## src/rtl/fetch_unit_pkg.sv

```systemverilog
`default_nettype none
// ============================================================================
// Module      : fetch_unit_pkg
// Description : Shared Aardvark definitions: widths, opcode field bounds,
//               fetch FSM encoding and the branch-offset sign extension.
// Revision    : 1.0 - initial release
// ============================================================================
package fetch_unit_pkg;

   localparam int c_pc_w_def    = 8;
   localparam int c_instr_w_def = 8;

   // opcode occupies the top nibble of the instruction word, offset the bottom
   localparam int c_opc_w = 4;
   localparam int c_off_w = 4;

   typedef enum logic [1:0] {
      ST_BOOT  = 2'd0,
      ST_FETCH = 2'd1,
      ST_EXEC  = 2'd2
   } fetch_state_e;

   function automatic logic [c_pc_w_def-1:0] sext_off(input logic [c_off_w-1:0] off);
      return {{(c_pc_w_def-c_off_w){off[c_off_w-1]}}, off};
   endfunction

endpackage
`default_nettype wire

```

## src/rtl/fetch_unit_next_pc_sel.sv

```systemverilog
`default_nettype none
// ============================================================================
// Module      : next_pc_sel
// Description : Priority selection of the next program counter (jr > j/jal >
//               taken beq > sequential), all arithmetic modulo 2^PC_W.
// Revision    : 1.0 - initial release
// ============================================================================
module next_pc_sel
   import fetch_unit_pkg::*;
#(
   parameter int PC_W = c_pc_w_def
) (
   input  logic [PC_W-1:0]    pc_plus1,
   input  logic [c_off_w-1:0] ir_off,
   input  logic               jrctrl,
   input  logic               jctrl,
   input  logic               jalctrl,
   input  logic               beqctrl,
   input  logic               zero,
   input  logic [PC_W-1:0]    ra_val,
   input  logic [PC_W-1:0]    jump_target,
   output logic [PC_W-1:0]    next_pc
);

   logic [PC_W-1:0] w_off_sext;
   logic [PC_W-1:0] w_branch_pc;

   assign w_off_sext  = {{(PC_W-c_off_w){ir_off[c_off_w-1]}}, ir_off};
   assign w_branch_pc = pc_plus1 + w_off_sext;

   always_comb begin
      next_pc = pc_plus1;
      if (jrctrl) begin
         next_pc = ra_val;
      end else if (jctrl || jalctrl) begin
         next_pc = jump_target;
      end else if (beqctrl && zero) begin
         next_pc = w_branch_pc;
      end
   end

endmodule
`default_nettype wire

```

## src/rtl/fetch_unit.sv

```systemverilog
`default_nettype none
// ============================================================================
// Module      : fetch_unit
// Description : Aardvark instruction fetch: PC, imem req/ack handshake,
//               instruction register and next-PC update on retirement.
// Revision    : 1.0 - initial release
// ============================================================================
module fetch_unit
   import fetch_unit_pkg::*;
#(
   parameter int              PC_W     = c_pc_w_def,
   parameter int              INSTR_W  = c_instr_w_def,
   parameter logic [PC_W-1:0] RESET_PC = '0
) (
   input  logic               clk,
   input  logic               rst_n,
   output logic               imem_req,
   output logic [PC_W-1:0]    imem_addr,
   input  logic               imem_ack,
   input  logic [INSTR_W-1:0] imem_rdata,
   output logic [INSTR_W-1:0] ir,
   output logic [c_opc_w-1:0] opcode,
   output logic               ir_valid,
   output logic [PC_W-1:0]    pc,
   output logic [PC_W-1:0]    pc_plus1,
   input  logic               exec_done,
   input  logic               stall,
   input  logic               jctrl,
   input  logic               jalctrl,
   input  logic               jrctrl,
   input  logic               beqctrl,
   input  logic               zero,
   input  logic [PC_W-1:0]    ra_val,
   input  logic [PC_W-1:0]    jump_target
);

   fetch_state_e       r_state;
   logic               r_req;
   logic [PC_W-1:0]    r_pc;
   logic [INSTR_W-1:0] r_ir;
   logic               r_ir_valid;
   logic [PC_W-1:0]    w_pc_plus1;
   logic [PC_W-1:0]    w_next_pc;
   logic               w_retire;

   assign w_pc_plus1 = r_pc + PC_W'(1);
   assign w_retire   = exec_done && !stall;

   next_pc_sel #(
      .PC_W (PC_W)
   ) u_next_pc_sel (
      .pc_plus1    (w_pc_plus1),
      .ir_off      (r_ir[c_off_w-1:0]),
      .jrctrl      (jrctrl),
      .jctrl       (jctrl),
      .jalctrl     (jalctrl),
      .beqctrl     (beqctrl),
      .zero        (zero),
      .ra_val      (ra_val),
      .jump_target (jump_target),
      .next_pc     (w_next_pc)
   );

   // r_req mirrors (r_state == ST_FETCH) so the request never depends on ack
   always_ff @(posedge clk or negedge rst_n) begin
      if (!rst_n) begin
         r_state    <= ST_BOOT;
         r_req      <= 1'b0;
         r_pc       <= RESET_PC;
         r_ir       <= '0;
         r_ir_valid <= 1'b0;
      end else begin
         case (r_state)
            ST_BOOT: begin
               r_state <= ST_FETCH;
               r_req   <= 1'b1;
            end
            ST_FETCH: begin
               if (imem_ack) begin
                  r_ir       <= imem_rdata;
                  r_ir_valid <= 1'b1;
                  r_state    <= ST_EXEC;
                  r_req      <= 1'b0;
               end
            end
            ST_EXEC: begin
               if (w_retire) begin
                  r_pc       <= w_next_pc;
                  r_ir_valid <= 1'b0;
                  r_state    <= ST_FETCH;
                  r_req      <= 1'b1;
               end
            end
            default: begin
               r_state <= ST_BOOT;
               r_req   <= 1'b0;
            end
         endcase
      end
   end

   assign imem_req  = r_req;
   assign imem_addr = r_pc;
   assign pc        = r_pc;
   assign pc_plus1  = w_pc_plus1;
   assign ir        = r_ir;
   assign ir_valid  = r_ir_valid;
   assign opcode    = r_ir[INSTR_W-1 -: c_opc_w];

endmodule
`default_nettype wire

```

## config.mk

```make
export PLATFORM = sky130hd
export DESIGN_NAME = fetch_unit
export DESIGN_NICKNAME = d
export VERILOG_FILES = /design/src/rtl/fetch_unit_pkg.sv /design/src/rtl/fetch_unit_next_pc_sel.sv /design/src/rtl/fetch_unit.sv
export SDC_FILE = /design/constraint.sdc
export NUM_CORES = 1
export LEC_CHECK = 0
export ABC_CLOCK_PERIOD_IN_PS = 3300
export CORE_MARGIN = 5
export CORE_UTILIZATION = 41
export DETAILED_ROUTE_END_ITERATION = 10
export HOLD_SLACK_MARGIN = 0.02
export PLACE_DENSITY = 0.89
export SLEW_MARGIN = 20
export SYNTH_ARGS = -nofsm -noshare
export SYNTH_HDL_FRONTEND = slang
export SYNTH_HIERARCHICAL = 1
export SYNTH_SLANG_ARGS = --single-unit
```

## constraint.sdc

```tcl
create_clock -name clk -period 3.3 [get_ports clk]
set_clock_uncertainty 0.2 [all_clocks]
set_input_delay 0.66 -clock clk [delete_from_list [all_inputs] [get_ports clk]]
set_output_delay 0.66 -clock clk [all_outputs]
set_load 0.01 [all_outputs]
```

==> impl_metrics.json, run 1 <==
{
  "drtIter0Drc": 147,
  "timing.final.ws_setup_ns": 0.300,
  "critPathArrivalTime_ns": 2.14,
  "synth_top_area_cell": "dfrtp_1",
  "grt_busiest_layer": "met2",
  "synth-seq-cells": 20,
  "gp_congestion": 0.825,
  "rows": 22,
  "leakage_nw": 0.946,
  "grt_usage": 0.174,
  "dieArea_sq_mm": 0.00513,
  "post-route-util": 0.626,
  "postRouteWirelength_um": 4390,
  "run_status": "complete, no violations",
  "synth_area_sq_mm": 0.00156,
  "via_per_inst": 5.40,
  "met2_usage": 0.281,
  "instances_no_fill": 275,
  "clockRootBuffer": "clkbuf_8",
  "portBuffers": 71,
  "path_cells": "nand3_1, nor3_1, xor2_1, clkdlybuf4s50_1",
  "grt_first_pass_wirelength_um": 7140,
  "yosysUniqueCellTypes": 43,
  "yosysMostFrequentCell": "dfrtp_1",
  "die_x_um": 71.6,
  "pre_cts_ws_ns": 0.565,
  "clock.fmax_ghz": 0.333,
  "yosysTopAreaCellShare": 0.322,
  "start_util": 0.425,
  "gr-usage-met1": 0.216,
  "die_h_um": 71.6,
  "yosysSeqAreaShare": 0.322,
  "cts_tree": "yes",
  "tightest_slew_ns": 0.884,
  "ir_drop_uv": 695,
  "yosys-top-cells-area": "dfrtp_1, mux2_2, ha_1, buf_4, nand2_1",
  "syn2layout_area_growth_pct": 47.3,
  "gr-total-overflow": 0,
  "power.switching_mw": 0.997,
  "cts.htree.levels": 1,
  "cellPowerDensity_mw_per_mm2": 1050,
  "clockPowerShare": 0.100,
  "place_inst": 271,
  "cts.sinks": 20,
  "firstDrtPassIters": 4,
  "synth-edff-count": 0,
  "cts_setup_buffers": 0,
  "cpLargestDelayFamily": "buffers and inverters",
  "syn_area_per_cell_sq_um": 9.26,
  "cts_buffer_depth": 2,
  "drc_errors": 0,
  "grt_pass1_vias": 1501,
  "antenna_found_initial": 0,
  "tns_ns": 0,
  "synth_nets": 211,
  "fp.coreArea_sq_mm": 0.00366,
  "crit_type": "reg -> out",
  "drive_above_1_share": 0.128,
  "power.total_mw": 2.41,
  "grt_max_degree": 21,
  "synthFlopType": "dfrtp_1",
  "postSynthCellCount": 168,
  "async_reset_ff_frac": 1.00,
  "relSlewSlack": 0.409,
  "period_needed_ns": 3.00,
  "cts-buffers-inserted": 3,
  "timing.critical_path.buf_inv": 1,
  "ys_warn_count": 6,
  "endpoint_kind": "output port",
  "worst_path_largest_cell_delay_ns": 0.61,
  "hold_path_class": "reg -> reg",
  "intPower_mw": 1.42,
  "final_nets": 271,
  "maxCapViolations": 0,
  "vias": 1486,
  "p_comb_frac": 0.680,
  "hold_viol_final": 0,
  "cp_max_fo": 7,
  "cts_resized": 0,
  "insertion_delay_ns": 0.26,
  "sw_frac_of_total": 0.413,
  "crit_path_top_delay_cell": "clkdlybuf4s50_1",
  "cts_hold_buffers": 0,
  "finalSetupViolCount": 0,
  "num_io_pins": 72,
  "antenna_cells": 0,
  "seq_power_share": 0.220,
  "worst_ep_required_time_ns": 2.44,
  "ant_nets": 0,
  "wl_per_cell_um": 16.0,
  "rsz0062_at_grt": "no",
  "use_met3": 0.0561,
  "start_kind": "flip-flop",
  "synth_common_cells": "dfrtp_1, mux2_2, nand2_1",
  "path_clk_slew_ns": 0.08,
  "finalCritPeriodShare": 0.909,
  "dp_hpwl_um": 3460,
  "drv_slew": 0
}
[state kept, by name (all words and copies together), names as in the netlist]
name,cells
ir,8
imem_req,1
imem_addr,8
r_state,2
ir_valid,1
[layer usage]
layer / wire length, um / up-vias
li1: - / 709
met1: 1780 / 690
met2: 2070 / 79
met3: 468 / 8
met4: 71 / 0
met5: 0 / -
[cells in the final DEF (no fill, tap or decap), types with 2 or more instances in the layout]
| cell | instances |
|---|---|
| nand2b_1 | 3 |
| xnor2_1 | 6 |
| dfrtp_1 | 20 |
| o21ai_0 | 9 |
| clkdlybuf4s50_1 | 71 |
| nor2_1 | 13 |
| o22ai_1 | 2 |
| ha_1 | 8 |
| mux2_2 | 16 |
| o211ai_1 | 3 |
| clkbuf_8 | 3 |
| xor2_1 | 5 |
| a211oi_1 | 3 |
| nand2_1 | 15 |
| a21oi_1 | 10 |
| inv_1 | 6 |
| nand3_1 | 5 |
| nor3_1 | 2 |
| o21ai_1 | 2 |
| o21a_1 | 2 |
[worst reg2reg max path, cell delays in order, from the launching register on]
cell	delay (ns)
dfrtp_1	0.43
ha_1	0.39
inv_1	0.08
fa_1	0.45
nand2b_1	0.19
a21oi_2	0.17
mux2i_1	0.21
a311oi_1	0.10
a21o_1	0.17
mux2_2	0.25
[power by group through the flow]
stage	Sequential [mW]	Combinational, mW	Clock (mW)
2_1_floorplan	0.550	0.979	0
3_3_place_gp	0.522	1.61	0
3_5_place_dp	0.538	1.63	0
4_1_cts	0.533	1.65	0.247
5_1_grt	0.558	1.79	0.260
6_report	0.530	1.64	0.242
[layout make-up]
class | instances | area [sq um]
Clock buffer | 3 | 41.3
Clock inverter | 1 | 30.0
Fill cell | 290 | 1370
Inverter | 6 | 22.5
Multi-Input combinational cell | 125 | 921
Sequential cell | 20 | 500
Tap cell | 48 | 60.1
Timing Repair Buffer | 72 | 718
[per-stage QoR]
step                area [sq um]  hold slack (ns)
floorplan                   1560            0.164
global placement            2220            0.311
detailed placement          2220            0.327
CTS                         2290            0.344
global route                2290            0.376
finish                      2290            0.339
[kinds of logic after synthesis]
| family | after synthesis | synth area share |
|---|---|---|
| XOR/XNOR | 11 | 0.0619 |
| AO/OA/AOI/OAI | 43 | 0.182 |
| flip-flops | 20 | 0.322 |
| adder cells (fa/ha/maj) | 9 | 0.0772 |
| AND/OR/NAND/NOR | 45 | 0.148 |
| multiplexers | 17 | 0.122 |
| buffers and inverters | 23 | 0.0868 |
[path summary, 6_finish.rpt]
path / start / to / slack, ns / cells past startpoint
min in group asynchronous: rst_n / ir[7] / 0.70 / 1
hold / removal: ir[6] / ir[6] / 0.34 / 1
max in group asynchronous: rst_n / imem_addr[5] / 1.66 / 1
hold reg to reg: ir[6] / ir[6] / 0.34 / 1
setup / recovery: imem_addr[2] / pc_plus1[7] / 0.30 / 4
setup reg to reg: imem_addr[0] / imem_addr[6] / 0.53 / 9
Note: power is estimated with default switching activity, not from simulation.
==> run 2: changes to the inputs <==
--- a/config.mk
+++ b/config.mk
@@ -9,6 +9,7 @@
 export CORE_MARGIN = 5
 export CORE_UTILIZATION = 41
 export DETAILED_ROUTE_END_ITERATION = 10
+export GPL_ROUTABILITY_DRIVEN = 0
 export HOLD_SLACK_MARGIN = 0.02
 export PLACE_DENSITY = 0.89
 export SLEW_MARGIN = 20
==> impl_metrics.json, run 2 (synthesized netlist as in run 1, its figures left out) <==
{
  "die_x_um": 71.6,
  "maxCapViolations": 0,
  "cts_setup_buffers": 0,
  "rsz0062_at_grt": "no",
  "run_status": "complete, no violations",
  "drtIter0Drc": 99,
  "pre_cts_ws_ns": 0.545,
  "tns_ns": 0,
  "cts_resized": 0,
  "grt_usage": 0.173,
  "cts.htree.levels": 1,
  "insertion_delay_ns": 0.26,
  "relSlewSlack": 0.404,
  "finalCritPeriodShare": 0.893,
  "clock.fmax_ghz": 0.339,
  "ant_nets": 0,
  "finalSetupViolCount": 0,
  "reg2regPathDepth": 9,
  "clockRootBuffer": "clkbuf_8",
  "hold_viol_final": 0,
  "start_kind": "flip-flop",
  "dieArea_sq_mm": 0.00513,
  "rows": 22,
  "timing.final.ws_setup_ns": 0.352,
  "layout_common_cells": "clkdlybuf4s50_1, dfrtp_1, mux2_2",
  "cpLargestDelayFamily": "buffers and inverters",
  "endpoint_kind": "output port",
  "ir_drop_uv": 625,
  "firstDrtPassIters": 4,
  "cts_buffer_depth": 2,
  "antenna_found_initial": 0,
  "critPathArrivalTime_ns": 2.09,
  "hold_start": "ir[6]",
  "cp_max_fo": 7,
  "instances_no_fill": 275,
  "dp_hpwl_um": 3440,
  "leakage_nw": 0.946,
  "vias": 1468,
  "crit_cells": 4,
  "drive_above_1_share": 0.128,
  "portBuffers": 71,
  "place_inst": 271,
  "worst_ep_required_time_ns": 2.44,
  "timing.rr.start": "imem_addr[0]",
  "setup.worst_path.start": "imem_addr[2]",
  "holdPathStages": 1,
  "die_h_um": 71.6,
  "timing.critical_path.buf_inv": 1,
  "crit_type": "reg -> out",
  "postRouteWirelength_um": 4280,
  "grt_pass1_vias": 1485,
  "wl_per_cell_um": 15.6,
  "tightest_slew_ns": 0.891,
  "cts-buffers-inserted": 3,
  "worst_path_largest_cell_delay_ns": 0.61,
  "start_util": 0.425,
  "num_io_pins": 72,
  "final_nets": 271,
  "syn2layout_area_growth_pct": 47.3,
  "path_clk_slew_ns": 0.08,
  "fp.coreArea_sq_mm": 0.00366,
  "layout.cells.most_common": "clkdlybuf4s50_1",
  "via_per_inst": 5.34,
  "crit_path_top_delay_cell": "clkdlybuf4s50_1",
  "cts_tree": "yes",
  "drc_errors": 0,
  "hold_path_class": "reg -> reg",
  "antenna_cells": 0,
  "cts_hold_buffers": 0,
  "cts.sinks": 20,
  "grt_first_pass_wirelength_um": 7060,
  "cellPowerDensity_mw_per_mm2": 1050,
  "gr-total-overflow": 0,
  "grt_max_degree": 21,
  "period_needed_ns": 2.95,
  "drv_slew": 0,
  "path_cells": "nand3_1, nor3_1, xor2_1, clkdlybuf4s50_1"
}
-- run 2: cell type report --
class | count | area, sq um
flip-flops and latches | 20 | 500
well taps | 48 | 60.1
multi-input cells | 125 | 921
fillers | 290 | 1370
inverters | 6 | 22.5
clock buffers | 3 | 41.3
clock inverters | 1 | 30.0
repair buffers | 72 | 718
-- run 2: report_power, final --
part	internal [mW]	switching, mW	leakage (nW)
Sequential	0.369	0.153	0.238
Combinational	0.890	0.760	0.672
Clock	0.162	0.0853	0.0357
Total	1.42	0.998	0.946
-- run 2: path summary, 6_finish.rpt --
| path | to | slack, ns |
|---|---|---|
| worst max-delay path | pc_plus1[7] | 0.35 |
| worst min-delay path | ir[6] | 0.33 |
| worst max register to register | imem_addr[6] | 0.47 |
| worst min register to register | ir[6] | 0.33 |
| max in group asynchronous | imem_addr[5] | 1.66 |
| min in group asynchronous | ir[7] | 0.70 |
-- run 2: routing by layer --
layer	up-vias	global-route usage	wire [um]
li1	704	-	-
met1	684	0.205	1630
met2	73	0.283	2040
met3	7	0.0743	539
met4	0	0.0522	70
met5	-	0	0
-- run 2: stage by stage --
stage	instance area, sq um	util	power (mW)	hold WS [ns]
6_report	2290	0.626	2.42	0.332
2_1_floorplan	1560	-	1.53	0.164
3_5_place_dp	2220	0.607	2.16	0.319
3_3_place_gp	2220	0.607	2.13	0.311
5_1_grt	2290	0.626	2.61	0.360
4_1_cts	2290	0.626	2.43	0.337
-- run 2: worst reg2reg max path: stages (launching register included) --
cell      delay [ns]
dfrtp_1         0.43
ha_1            0.38
inv_1           0.08
fa_1            0.46
nand2b_1        0.19
a21oi_2         0.15
mux2i_1         0.26
a311oi_1        0.13
a21o_1          0.18
mux2_2          0.26
==> run 3: changes to the inputs <==
--- a/config.mk
+++ b/config.mk
@@ -6,7 +6,6 @@
 export NUM_CORES = 1
 export LEC_CHECK = 0
 export ABC_CLOCK_PERIOD_IN_PS = 3300
-export CORE_MARGIN = 5
 export CORE_UTILIZATION = 41
 export DETAILED_ROUTE_END_ITERATION = 10
 export GPL_ROUTABILITY_DRIVEN = 0
==> impl_metrics.json, run 3 (synthesized netlist as in run 1, its figures left out) <==
{
  "design_area_sq_mm": 0.00229,
  "drive_above_1_share": 0.128,
  "place_inst": 271,
  "drv_slew": 0,
  "ir_drop_uv": 655,
  "timing.final.ws_setup_ns": 0.291,
  "fp.coreArea_sq_mm": 0.00366,
  "finalCritPeriodShare": 0.912,
  "cts_setup_buffers": 0,
  "drtIter0Drc": 64,
  "cts.sinks": 20,
  "layout_common_cells": "clkdlybuf4s50_1, dfrtp_1, mux2_2",
  "cp_max_fo": 7,
  "postRouteWirelength_um": 3990,
  "die_h_um": 63.6,
  "portBuffers": 71,
  "cellPowerDensity_mw_per_mm2": 1050,
  "gr-total-overflow": 0,
  "via_per_inst": 5.16,
  "antenna_cells": 0,
  "critPathArrivalTime_ns": 2.15,
  "maxCapViolations": 0,
  "syn2layout_area_growth_pct": 47.3,
  "cts_hold_buffers": 0,
  "drc_errors": 0,
  "cts.htree.levels": 1,
  "clockRootBuffer": "clkbuf_8",
  "insertion_delay_ns": 0.26,
  "worst_path_largest_cell_delay_ns": 0.60,
  "num_io_pins": 72,
  "ant_nets": 0,
  "seq_power_share": 0.217,
  "cts_tree": "yes",
  "tns_ns": 0,
  "dp_hpwl_um": 3200,
  "power.total_mw": 2.41,
  "p_comb_frac": 0.680,
  "grt_max_degree": 21,
  "dieArea_sq_mm": 0.00405,
  "grt_usage": 0.206,
  "instances_no_fill": 275,
  "worst_ep_required_time_ns": 2.44,
  "cts_resized": 0,
  "antenna_found_initial": 0,
  "clockPowerShare": 0.103,
  "clock.fmax_ghz": 0.332,
  "endpoint_kind": "output port",
  "pre_cts_ws_ns": 0.586,
  "relSlewSlack": 0.403,
  "layout.cells.most_common": "clkdlybuf4s50_1",
  "grt_first_pass_wirelength_um": 6440,
  "die_x_um": 63.6,
  "leakage_nw": 0.946,
  "tightest_slew_ns": 0.892,
  "intPower_mw": 1.42,
  "period_needed_ns": 3.01,
  "sw_frac_of_total": 0.411,
  "finalSetupViolCount": 0,
  "path_cells": "nand3_1, nor3_1, xor2_1, clkdlybuf4s50_1",
  "vias": 1420,
  "path_clk_slew_ns": 0.07,
  "hold_viol_final": 0,
  "wl_per_cell_um": 14.5,
  "hold_path_class": "reg -> reg",
  "timing.critical_path.buf_inv": 1,
  "grt_pass1_vias": 1396,
  "rsz0062_at_grt": "no",
  "start_kind": "flip-flop",
  "crit_path_top_delay_cell": "clkdlybuf4s50_1",
  "firstDrtPassIters": 4,
  "run_status": "complete, no violations",
  "cts-buffers-inserted": 3,
  "crit_type": "reg -> out",
  "cpLargestDelayFamily": "buffers and inverters",
  "rows": 22,
  "dpl_cell_area_sq_mm": 0.00222,
  "power.switching_mw": 0.992,
  "cts_buffer_depth": 2,
  "final_nets": 271,
  "start_util": 0.425
}
[run 3: cell counts in the layout (fill, tap and decap cells not counted)]
Identical to the previous run, type by type.
[run 3: metal layers]
layer,vias up,part of all wire,track usage
met5,-,0,0
met4,0,0.013,0.0653
met3,7,0.088,0.0598
met2,62,0.49,0.366
met1,651,0.41,0.235
li1,700,-,-
[run 3: path summary, 6_finish.rpt]
| kind | startpoint | endpoint | slack (ns) | cells after the start |
|---|---|---|---|---|
| worst min-delay path | r_state[1] | imem_req | 0.34 | 1 |
| worst min register to register | r_state[1] | imem_req | 0.34 | 1 |
| max in group asynchronous | rst_n | ir[3] | 1.66 | 1 |
| worst max-delay path | imem_addr[2] | pc_plus1[7] | 0.29 | 4 |
| worst max register to register | imem_addr[0] | imem_addr[6] | 0.57 | 9 |
| min in group asynchronous | rst_n | ir[5] | 0.70 | 1 |
[run 3: layout make-up]
| type | count | area, sq um |
|---|---|---|
| sequential | 20 | 500 |
| multi-input combinational | 125 | 921 |
| fill | 320 | 1370 |
| inverter | 6 | 22.5 |
| clock buffer | 3 | 41.3 |
| clock inverter | 1 | 30.0 |
| tap | 48 | 60.1 |
| timing repair buffer | 72 | 718 |
[run 3: power groups by stage]
stage	logic, mW	registers (mW)	clock network, mW
after CTS	1.65	0.527	0.253
after detailed placement	1.62	0.533	0
after global routing	1.77	0.548	0.262
final	1.64	0.524	0.247
after global placement	1.59	0.522	0
after floorplan	0.979	0.550	0
[run 3: stage by stage]
step / hold WS [ns] / util
finish: 0.343 / 0.626
CTS: 0.346 / 0.626
global placement: 0.315 / 0.607
floorplan: 0.164 / -
global route: 0.367 / 0.626
detailed placement: 0.329 / 0.607
[run 3: worst register-to-register path, cell delays in order (launching register included)]
cell,delay [ns]
dfrtp_1,0.43
ha_1,0.37
inv_1,0.09
fa_1,0.47
nand2b_1,0.19
a21oi_2,0.15
mux2i_1,0.20
a311oi_1,0.10
a21o_1,0.17
mux2_2,0.25
